==> config.mk <==
export PLATFORM = sky130hd
export DESIGN_NAME = decode_stage
export DESIGN_NICKNAME = d
export VERILOG_FILES = /design/src/rtl/decode_stage.sv
export SDC_FILE = /design/constraint.sdc
export NUM_CORES = 1
export LEC_CHECK = 0
export ABC_AREA = 1
export CAP_MARGIN = 20
export CORE_UTILIZATION = 30
export CTS_BUF_LIST = sky130_fd_sc_hd__clkbuf_2
export DETAILED_ROUTE_END_ITERATION = 7
export PLACE_DENSITY = 0.55
export RECOVER_POWER = 100
export SLEW_MARGIN = 25
export SYNTH_ARGS = -nofsm -noshare
export SYNTH_HDL_FRONTEND = slang
export SYNTH_SLANG_ARGS = --single-unit
==> constraint.sdc <==
create_clock -name clk -period 8.9 [get_ports clk]
set_input_delay 1.78 -clock clk [delete_from_list [all_inputs] [get_ports clk]]
set_output_delay 1.78 -clock clk [all_outputs]
set_load 0.01 [all_outputs]
==> src/rtl/decode_stage.sv <==
// Registered instruction-decode stage: field split, immediate sign extension,
// and a destination scoreboard that stalls incoming RAW/WAW hazards.
module decode_stage #(
  parameter int REG_ADDR_W  = 6,
  parameter int OP_W        = 4,
  parameter int IMM_IN_W    = 9,
  parameter int IMM_OUT_W   = 16,
  parameter bit ZERO_REG_EN = 1'b1,
  localparam int INST_W     = 1 + 3*REG_ADDR_W + OP_W + IMM_IN_W
) (
  input  logic                  clk,
  input  logic                  rst_n,
  input  logic                  in_valid,
  output logic                  in_ready,
  input  logic [INST_W-1:0]     in_inst,
  input  logic                  flush,
  output logic                  out_valid,
  input  logic                  out_ready,
  output logic                  out_muxsel,
  output logic [REG_ADDR_W-1:0] out_rd,
  output logic [REG_ADDR_W-1:0] out_rs,
  output logic [OP_W-1:0]       out_aluop,
  output logic [REG_ADDR_W-1:0] out_rt,
  output logic [IMM_OUT_W-1:0]  out_imm,
  output logic                  out_regwrite,
  input  logic                  wb_valid,
  input  logic [REG_ADDR_W-1:0] wb_rd,
  output logic                  pending_any
);

  localparam int NUM_REGS = 2**REG_ADDR_W;
  localparam int RT_LSB   = IMM_IN_W;
  localparam int OP_LSB   = RT_LSB + REG_ADDR_W;
  localparam int RS_LSB   = OP_LSB + OP_W;
  localparam int RD_LSB   = RS_LSB + REG_ADDR_W;

  logic                  d_muxsel;
  logic [REG_ADDR_W-1:0] d_rd, d_rs, d_rt;
  logic [OP_W-1:0]       d_aluop;
  logic [IMM_IN_W-1:0]   d_imm_raw;
  logic [IMM_OUT_W-1:0]  d_imm;
  logic                  d_regwrite;

  assign d_muxsel   = in_inst[INST_W-1];
  assign d_rd       = in_inst[RD_LSB +: REG_ADDR_W];
  assign d_rs       = in_inst[RS_LSB +: REG_ADDR_W];
  assign d_aluop    = in_inst[OP_LSB +: OP_W];
  assign d_rt       = in_inst[RT_LSB +: REG_ADDR_W];
  assign d_imm_raw  = in_inst[IMM_IN_W-1:0];
  assign d_imm      = IMM_OUT_W'($signed(d_imm_raw));
  assign d_regwrite = (d_aluop != '0);

  logic [NUM_REGS-1:0] pending, pending_eff, pending_nxt, wb_mask, set_mask;
  logic                issue, accept, hazard, busy_vld;

  // A register is busy if it is pending (after same-cycle writeback bypass)
  // or is the destination of the decoded-but-not-yet-issued instruction.
  function automatic logic reg_match(input logic [REG_ADDR_W-1:0] r,
                                     input logic [NUM_REGS-1:0]   pend,
                                     input logic                  bvld,
                                     input logic [REG_ADDR_W-1:0] brd);
    if (ZERO_REG_EN && (r == '0)) return 1'b0;
    return pend[r] | (bvld & (brd == r));
  endfunction

  assign wb_mask     = wb_valid ? (NUM_REGS'(1) << wb_rd) : '0;
  assign pending_eff = pending & ~wb_mask;
  assign busy_vld    = out_valid & out_regwrite;

  assign hazard = reg_match(d_rs, pending_eff, busy_vld, out_rd)
                | (!d_muxsel  & reg_match(d_rt, pending_eff, busy_vld, out_rd))
                | (d_regwrite & reg_match(d_rd, pending_eff, busy_vld, out_rd));

  assign in_ready = (!out_valid | out_ready) & !hazard & !flush;
  assign accept   = in_valid & in_ready;
  // A flushed instruction must never reach the scoreboard.
  assign issue    = out_valid & out_ready & !flush;

  assign set_mask = (issue && out_regwrite && !(ZERO_REG_EN && (out_rd == '0)))
                    ? (NUM_REGS'(1) << out_rd) : '0;
  assign pending_nxt = (pending & ~wb_mask) | set_mask;

  always_ff @(posedge clk or negedge rst_n) begin
    if (!rst_n) begin
      pending     <= '0;
      pending_any <= 1'b0;
    end else begin
      pending     <= pending_nxt;
      pending_any <= |pending_nxt;
    end
  end

  always_ff @(posedge clk or negedge rst_n) begin
    if (!rst_n) begin
      out_valid    <= 1'b0;
      out_muxsel   <= 1'b0;
      out_rd       <= '0;
      out_rs       <= '0;
      out_aluop    <= '0;
      out_rt       <= '0;
      out_imm      <= '0;
      out_regwrite <= 1'b0;
    end else if (flush) begin
      out_valid <= 1'b0;
    end else if (accept) begin
      out_valid    <= 1'b1;
      out_muxsel   <= d_muxsel;
      out_rd       <= d_rd;
      out_rs       <= d_rs;
      out_aluop    <= d_aluop;
      out_rt       <= d_rt;
      out_imm      <= d_imm;
      out_regwrite <= d_regwrite;
    end else if (out_ready) begin
      out_valid <= 1'b0;
    end
  end

endmodule

After elaboration in Yosys (flattened, before gate mapping)
Index checks and enable logic that the tools add are counted.
{ "totals": {"wordCells": 74, "regBits": 99, "out_inout_bits": 43, "input_bits": 44} }
{ "op_classes": {"shift": 2, "n_mux": 20, "n_eq_ne": 3, "reduce_logical": 15, "bitwise_logic": 21, "n_lt_le_gt_ge": 3} }
{ "ops": {"columns": ["operator", "n"], "rows": [
  ["64-bit two-way mux", 2],
  ["1-bit by 6-bit left shift with 64-bit output (first input constant)", 2],
  ["64-bit AND", 1],
  ["64-bit NOT", 1],
  ["64-bit bitwise OR", 1],
  ["64-bit OR reduction", 1],
  ["6-bit logical NOT", 4],
  ["6-bit by 7-bit less-than comparator with 1-bit output (second input constant)", 3],
  ["1-bit binary-select mux with 6-bit select", 3],
  ["6-bit == test", 3],
  ["1-bit two-way mux", 15],
  ["1-bit AND", 11],
  ["1-bit bitwise OR", 6],
  ["1-bit logical NOT", 5],
  ["4-bit nonzero test", 1],
  ["3-bit nonzero test", 1],
  ["1-bit logical AND", 2],
  ["2-bit AND reduction", 1],
  ["1-bit NOT", 1]
]} }

Longest topological paths before layout
Gate-level depths: netlist of run 1.
{ "logic_depth": {"word_depth": 17, "ltp_mapped": 25, "depth_no_buf": 22} }

Worst setup path before layout of run 1
Ideal clock, no wire load.
{ "synth_path": {"kind": "in2out", "startpoint": "input port wb_rd[4]", "endpoint": "output port in_ready", "arrival_ps": 3543, "path_buffers": 4, "path_slack_ps": 3577, "cell_stages": 19, "cell_sequence": "buf_2 -> inv_1 -> buf_4 -> buf_2 -> nand4_1 -> nand2_1 -> nand2_1 -> nand3_1 -> nand3_1 -> nand2_1 -> nand2_1 -> nor2_1 -> nand2_1 -> nand3_1 -> nand2_1 -> nand2_1 -> nand2_1 -> nor2_4 -> buf_2"} }
{ "synth_via": {"elab_chain_cells": 14} }
{ "synth_rtl": {"columns": ["element", "line_no", "source"], "rows": [
  ["start, declared", "27", "input logic [REG_ADDR_W-1:0] wb_rd,"],
  ["1-bit by 6-bit left shift with 64-bit output *", "66", "assign wb_mask = wb_valid ? (NUM_REGS'(1) << wb_rd) : '0;"],
  ["64-bit two-way mux *", "66", null],
  ["64-bit NOT *", "67", "assign pending_eff = pending & ~wb_mask;"],
  ["64-bit AND *", "67", null],
  ["1-bit binary-select mux with 6-bit select", "63", "return pend[r] | (bvld & (brd == r));"],
  ["1-bit two-way mux (implied by the code)", "63", null],
  ["1-bit bitwise OR", "63", null],
  ["1-bit two-way mux", "63", null],
  ["1-bit AND", "71", "| (!d_muxsel & reg_match(d_rt, pending_eff, busy_vld, out_rd))"],
  ["1-bit bitwise OR", "71", null],
  ["1-bit bitwise OR *", "72", "| (d_regwrite & reg_match(d_rd, pending_eff, busy_vld, out_rd));"],
  ["1-bit logical NOT *", "74", "assign in_ready = (!out_valid | out_ready) & !hazard & !flush;"],
  ["1-bit AND * (2 in a row)", "74", null],
  ["end, declared", "14", "output logic in_ready,"]
]} }
Every way passes the cells marked *; elsewhere a longest branch is shown, timed or not. The select of a mux whose other input is x is not followed.

Worst setup path after layout of run 1
Ends and elaborated chain as after synthesis.

==> results of run 1 <==
-- power by group through the flow --
stage,clock network [W],logic [W],registers [W]
6_report,0.000250,0.000522,0.000572
5_1_grt,0.000269,0.000562,0.000584
4_1_cts,0.000257,0.000539,0.000575
3_3_place_gp,0,0.000542,0.000582
2_1_floorplan,0,0.000260,0.000584
3_5_place_dp,0,0.000537,0.000583
-- routing by layer --
layer	vias up	routed length (um)	global-route usage
li1	3625	-	-
met1	3770	12760	0.3613
met2	572	13810	0.4144
met3	115	3404	0.06428
met4	0	1426	0.1481
met5	-	0	0
-- cell usage in the layout (no fill, tap or decap), types with 2 or more instances in the layout --
| master | Yosys | routed |
|---|---|---|
| nand2_1 | 265 | 266 |
| nand3_1 | 246 | 246 |
| dfrtp_1 | 99 | 99 |
| o21ai_0 | 78 | 82 |
| nor2_1 | 49 | 49 |
| nand4_1 | 48 | 48 |
| inv_1 | 47 | 47 |
| dlygate4sd3_1 | 0 | 43 |
| clkdlybuf4s50_1 | 0 | 42 |
| a21oi_1 | 39 | 39 |
| buf_4 | 10 | 20 |
| nor4_1 | 17 | 17 |
| clkbuf_2 | 0 | 9 |
| clkinv_1 | 7 | 7 |
| o22ai_1 | 5 | 5 |
| xor2_1 | 4 | 4 |
| clkbuf_1 | 31 | 4 |
| nor3_1 | 2 | 3 |
| nor2_4 | 3 | 3 |
| nor2_2 | 3 | 3 |
| o21ai_1 | 7 | 3 |
| or2_2 | 3 | 3 |
| o221ai_1 | 3 | 3 |
| inv_2 | 2 | 2 |
| nor3_4 | 2 | 2 |
| or4_1 | 2 | 2 |
| o211ai_1 | 2 | 2 |
| a221oi_1 | 2 | 2 |
| a211oi_1 | 2 | 2 |
| clkinvlp_4 | 0 | 2 |
| bufinv_16 | 0 | 2 |
-- synth_stat cells (all sizes together) --
library cell  instances
a41o                  1
o211ai                2
dfrtp                99
buf                  39
nor2                 55
xnor2                 1
nor4                 17
nor3                  5
nand4                48
or4                   2
a21oi                39
clkinv                7
o21ai                85
or2                   4
o2111ai               1
o221ai                3
o22ai                 5
nand2               267
inv                  49
a211oi                2
clkbuf               31
a221oi                2
o31ai                 1
o31a                  1
nand3               246
xor2                  4
a2111o                1
-- layout make-up --
type / instances / area [sq um] / area share
multi-input cells: 792 / 3782 / 0.4749
flip-flops and latches: 99 / 2477 / 0.3111
repair buffers: 109 / 1016 / 0.1276
well taps: 280 / 350.3 / 0.04399
inverters: 56 / 210.2 / 0.02639
clock inverters: 5 / 80.08 / 0.01005
clock buffers: 9 / 45.04 / 0.005656
diodes: 1 / 2.502 / 0.0003142
-- sequential cells by signal, summed over array words and instances (netlist names) --
name and cells:
pending 64, out_imm 9, out_rd 6, out_rs 6, out_rt 6, out_aluop 4
out_muxsel 1, out_regwrite 1, out_valid 1, pending_any 1
-- tightest hold or removal path, stage by stage (launching register included) --
cell and delay [ps]:
dfrtp_1 400, nand2_1 50, nand2_1 50
-- worst max path at each step --
stage | cells after the start | slack, ps | end
3_3_place_gp | 16 | 1650 | in_ready
4_1_cts | 16 | 1670 | in_ready
3_5_place_dp | 16 | 1690 | in_ready
2_1_floorplan | 19 | 3580 | in_ready
5_1_grt | 18 | 730 | in_ready
6_report | 18 | 810 | in_ready
-- cell families after synthesis --
| logic type | Yosys count |
|---|---|
| simple gates | 644 |
| compound gates | 143 |
| buf+inv | 126 |
| flops | 99 |
| xor+xnor | 5 |
-- per-stage QoR --
step | area [sq um] | total power (W) | util | hold WS [ps]
2_1_floorplan | 6807 | 0.0008433 | - | 481.1
5_1_grt | 7964 | 0.001415 | 0.3616 | 531.9
3_5_place_dp | 7859 | 0.001120 | 0.3568 | 457.2
6_report | 7964 | 0.001344 | 0.3616 | 503.5
4_1_cts | 7984 | 0.001371 | 0.3625 | 513.8
3_3_place_gp | 7859 | 0.001124 | 0.3568 | 453.6
==> results.py, run 1 <==
metrics = {
    "cts": {
        "cts_sinks": 99,
        "post_cts_resized": 0,
        "postCtsHoldBufs": 0,
        "clkTransAtPathRegs_ps": 260,
        "htreeDepth": 3,
        "numCtsBuffers": 9,
        "cts_tree": "built",
        "clk_latency_ps": 670,
        "clk_path_buf_depth": 2,
        "cts_root_buffer": "clkbuf_2",
        "postCtsSetupBuffers": 0,
    },
    "detailed_routing": {
        "route.detailed.drc": 1,
        "wl_mm": 31.40,
        "dr_total_vias": 8082,
        "via_per_inst": 5.982,
        "firstDrtPassIters": 8,
        "antenna_left": 0,
        "drtIter0Drc": 1180,
        "wl_per_cell_um": 23.24,
    },
    "finish": {
        "area_delta_synth_final_pct": 17.00,
        "final-instance-count-excl-fill": 1351,
        "drive_above_1_share": 0.04486,
        "fillers": 2427,
        "fin_nets": 1111,
    },
    "placement": {
        "portBuffers": 86,
        "dp_hpwl_mm": 21.86,
        "dp_slack_ps": 1689,
        "dp.cells": 1336,
        "gp_congestion": 1.011,
    },
    "worst_setup_path": {
        "crit_buf_inv": 5,
        "cp_max_fo": 27,
        "startpoint": "wb_rd[4]",
        "path_delay_family": "buffers and inverters",
        "cp_slowest_cell": "clkbuf_1",
        "path_class": "input pin to output pin",
        "setup.worst_path.end_class": "output pin",
        "required_ps": 7120,
        "cp_data_arrival_time_ps": 6310,
        "r2r_end": "out_valid",
        "cpPeakStageDelay_ps": 1040,
        "worstRegToRegCells": 15,
        "cp_common_cell": "nand2_1",
        "r2r-start": "out_rd[5]",
        "worstSetupStartpointType": "input pin",
        "reg2reg_setup_slack_ps": 4270,
        "crit_chain": "clkdlybuf4s50_1, clkbuf_1, inv_1, buf_4, nor2_1, nand2_1, nand2_1, a21oi_1, nand3_1, nand3_1, nand3_1, nand3_1, nand2_1, nand2_1, nand2_1, nand2_1, nor2_4, clkdlybuf4s50_1",
    },
    "worst_hold_path": {
        "min_path_cells": 2,
        "worstHoldPathType": "flip-flop to flip-flop",
        "min_to": "out_rs[3]",
        "hold_start": "out_rs[3]",
    },
    "yosys": {
        "avgSynthCellArea_sq_um": 6.693,
        "yosys-top-cells-area": "dfrtp_1 (36%), nand3_1 (18%), nand2_1 (15%)",
        "synth-adder-area-share": 0,
        "synth-xor-area-share": 0.006434,
        "ys_types": 37,
        "synth_top_area_frac": 0.3640,
        "ys_warn_count": 0,
        "ys_seq_area_frac": 0.3640,
        "synthSimpleGateAreaFrac": 0.4369,
        "synth_mux_area_frac": 0,
        "syn_area_sq_um": 6807,
        "synthesis.nets": 1061,
        "synth_compound_area_frac": 0.1134,
        "synth_cells": 1017,
        "synth_area_leader_cell": "dfrtp_1",
        "synth_top_family_by_area": "simple AND/OR/NAND/NOR gates",
        "ys_ff_latch": 99,
    },
    "sta": {
        "relSlewSlack": -1.086,
        "finalCritPeriodShare": 0.9092,
        "rsz0062_at_grt": "false",
        "setup_tns_ps": 0,
        "final-hold-violation-count": 0,
        "setup_slack_ps": 808.1,
        "fmax_mhz": 123.6,
        "setup_viol": 0,
        "finalCriticalPeriod_ps": 8092,
        "tightest_slew_ps": 3130,
        "skew_ps": 38.26,
        "slew_violations": 131,
    },
    "die": {
        "start_util": 0.3090,
        "core-area_sq_um": 22030,
        "io-pin-count": 87,
        "row_count": 54,
        "dieArea_sq_um": 23290,
        "die_width_um": 152.6,
        "fp.dieH_um": 152.6,
    },
    "run_status": {
        "violations": "design-rule violations, max-capacitance violations, max-slew violations",
        "outcome": "complete, but fails checks",
    },
    "power_and_ir_drop": {
        "power_frac_comb": 0.388,
        "clkPwrFrac": 0.186,
        "p_seq_frac": 0.426,
        "peakVddDrop_mv": 0.06948,
        "p_per_area_nw_per_um2": 168.8,
        "p_int_w": 0.0007862,
        "p_leak_nw": 3.521,
        "switching_share": 0.4150,
        "p_switching_w": 0.0005578,
    },
    "global_route": {
        "grt_pass1_vias": 7748,
        "grt_usage": 0.2741,
        "antenna_found_initial": 1,
        "grt_max_degree": 58,
        "grt-ovfl-total": 0,
        "grt_pass1_wl_mm": 48.02,
    },
    "flow_run": {
        "cap_violations": 3,
    },
}
Power figures use the tool's default switching activity.
==> run 2: changes to the inputs <==
--- a/config.mk
+++ b/config.mk
@@ -6,12 +6,12 @@
 export NUM_CORES = 1
 export LEC_CHECK = 0
 export ABC_AREA = 1
-export CAP_MARGIN = 20
-export CORE_UTILIZATION = 30
+export CORE_UTILIZATION = 50
 export CTS_BUF_LIST = sky130_fd_sc_hd__clkbuf_2
 export DETAILED_ROUTE_END_ITERATION = 7
-export PLACE_DENSITY = 0.55
+export PLACE_DENSITY = 0.79
 export RECOVER_POWER = 100
+export SKIP_CTS_REPAIR_TIMING = 1
 export SLEW_MARGIN = 25
 export SYNTH_ARGS = -nofsm -noshare
 export SYNTH_HDL_FRONTEND = slang
==> run 2 against run 1 <==
- the run ends with max-capacitance violations, max-slew violations left
- sequential cell count stayed put
- first-iteration DRC count is 10% higher
- critical path depth stayed put
- register-to-register slack worse by 740 ps
- clock power is 5% lower
- combinational power is 2% lower
- sequential share of layout area is 0.62 points higher
- cell count is 7.6% lower
==> results.py, run 2 (synthesized netlist as in run 1, its figures left out) <==
metrics = {
    "worst_setup_path": {
        "path_class": "input pin to output pin",
        "cp_max_fo": 27,
        "worstRegToRegCells": 15,
        "r2r_end": "out_rs[4]",
        "reg2reg_setup_slack_ps": 3530,
        "cp_data_arrival_time_ps": 5990,
        "required_ps": 7120,
        "worstSetupStartpointType": "input pin",
        "setup.worst_path.end_class": "output pin",
        "r2r-start": "out_rd[5]",
    },
    "sta": {
        "finalCriticalPeriod_ps": 7772,
        "fmax_mhz": 128.7,
        "relSlewSlack": -0.8133,
        "rsz0062_at_grt": "false",
        "setup_viol": 0,
        "skew_ps": 38.14,
        "finalCritPeriodShare": 0.8732,
        "setup_slack_ps": 1128,
        "slew_violations": 131,
        "final-hold-violation-count": 0,
        "tightest_slew_ps": 2720,
        "setup_tns_ps": 0,
    },
    "flow_run": {
        "cap_violations": 3,
    },
    "detailed_routing": {
        "firstDrtPassIters": 7,
        "wl_per_cell_um": 22.83,
        "dr_total_vias": 8287,
        "drtIter0Drc": 1300,
        "wl_mm": 28.50,
        "via_per_inst": 6.640,
        "route.detailed.drc": 0,
        "antenna_left": 0,
    },
    "run_status": {
        "violations": "max-capacitance violations, max-slew violations",
        "outcome": "complete, but fails checks",
    },
    "global_route": {
        "grt_pass1_wl_mm": 43.48,
        "grt_usage": 0.4103,
        "grt-ovfl-total": 0,
        "antenna_found_initial": 1,
        "grt_max_degree": 51,
        "grt_pass1_vias": 7512,
    },
    "finish": {
        "fin_nets": 1109,
        "max_flop_register": "pending",
        "final_util": 0.5896,
        "area_delta_synth_final_pct": 14.71,
        "final-instance-count-excl-fill": 1248,
        "reg.largest.list": "pending (64), out_imm (9)",
        "largest_reg_flops": 64,
        "drive_above_1_share": 0.04299,
        "final_cell_mix": "nand2_1 (266), nand3_1 (246), dfrtp_1 (99)",
        "layout_commonest_cell": "nand2_1",
    },
    "placement": {
        "dp_slack_ps": 1773,
        "portBuffers": 86,
        "dp.cells": 1230,
        "dp_hpwl_mm": 20.14,
        "gp_congestion": 1.044,
    },
    "die": {
        "row_count": 42,
        "start_util": 0.5140,
        "io-pin-count": 87,
        "core-area_sq_um": 13240,
        "dieArea_sq_um": 14080,
        "fp.dieH_um": 118.7,
        "die_width_um": 118.7,
    },
    "cts": {
        "clk_path_buf_depth": 2,
        "numCtsBuffers": 9,
        "cts_root_buffer": "clkbuf_2",
        "clk_latency_ps": 660,
        "cts_tree": "built",
        "cts_sinks": 99,
        "htreeDepth": 3,
        "clkTransAtPathRegs_ps": 250,
    },
    "power_and_ir_drop": {
        "p_leak_nw": 3.513,
        "p_per_area_nw_per_um2": 169.4,
        "peakVddDrop_mv": 0.1209,
    },
    "worst_hold_path": {
        "hold_start": "out_imm[1]",
        "worstHoldPathType": "flip-flop to flip-flop",
        "min_to": "out_imm[1]",
        "min_path_cells": 2,
    },
}
[run 2: changes by cell type in the layout (fill, tap and decap cells not counted), sizes merged]
cell / previous run / this run
bufinv: 2 / 1
buf: 20 / 17
clkdlybuf4s50: 42 / 39
diode: 1 / 2
clkinv: 8 / 9
dlygate4sd3: 43 / 46
clkinvlp: 2 / 1
inv: 49 / 51
clkbuf: 13 / 15
[run 2: power breakdown]
part	internal [W]	switching (W)	total (W)
Clock	0.0000693	0.000168	0.000237
Sequential	0.000512	0.0000593	0.000572
Combinational	0.000184	0.000330	0.000514
Total	0.000766	0.000557	0.00132
[run 2: metal layers]
metal	global-route usage	vias to the layer above	wire length [um]
li1	-	3618	-
met3	0.1511	154	4070
met4	0.1756	0	1228
met1	0.5516	3825	11020
met5	0	-	0
met2	0.5895	690	12170
[run 2: layout make-up]
type                       count  area [sq um]
antenna                        2         5.005
clock buffer                  10         50.05
clock inverter                 6         72.57
fill                        1290          5435
inverter                      56         210.2
multi-input combinational    792          3775
sequential                    99          2477
tap                          176         220.2
timing repair buffer         107         997.2
[run 2: how the worst max path moves through the flow]
stage | startpoint | to | slack (ps)
floorplan | wb_rd[4] | in_ready | 3580
global placement | in_inst[20] | in_ready | 1780
global route | wb_rd[4] | in_ready | 990
finish | wb_rd[4] | in_ready | 1130
detailed placement | in_inst[20] | in_ready | 1770
CTS | in_inst[20] | in_ready | 1770
[run 2: worst max-delay path: stages]
cell and delay, ps:
dlygate4sd3_1 530, buf_4 240, inv_1 410, clkbuf_1 770, nand4_1 220, o21ai_0 440, or2_2 190, nand3_1 70
nand2_1 70, nand2_1 50, nor2_1 100, nand2_1 60, nand3_1 60, nand2_1 50, nand2_1 80, nand2_1 50
nor2_1 170, dlygate4sd3_1 630
[run 2: per-stage QoR]
step	area [sq um]	hold slack, ps	total power, W
final	7807	501.7	0.001323
after CTS	7836	510.7	0.001332
after detailed placement	7714	457.5	0.001100
after global placement	7714	454.4	0.001098
after floorplan	6807	481.1	0.0008433
after global routing	7807	522.2	0.001377
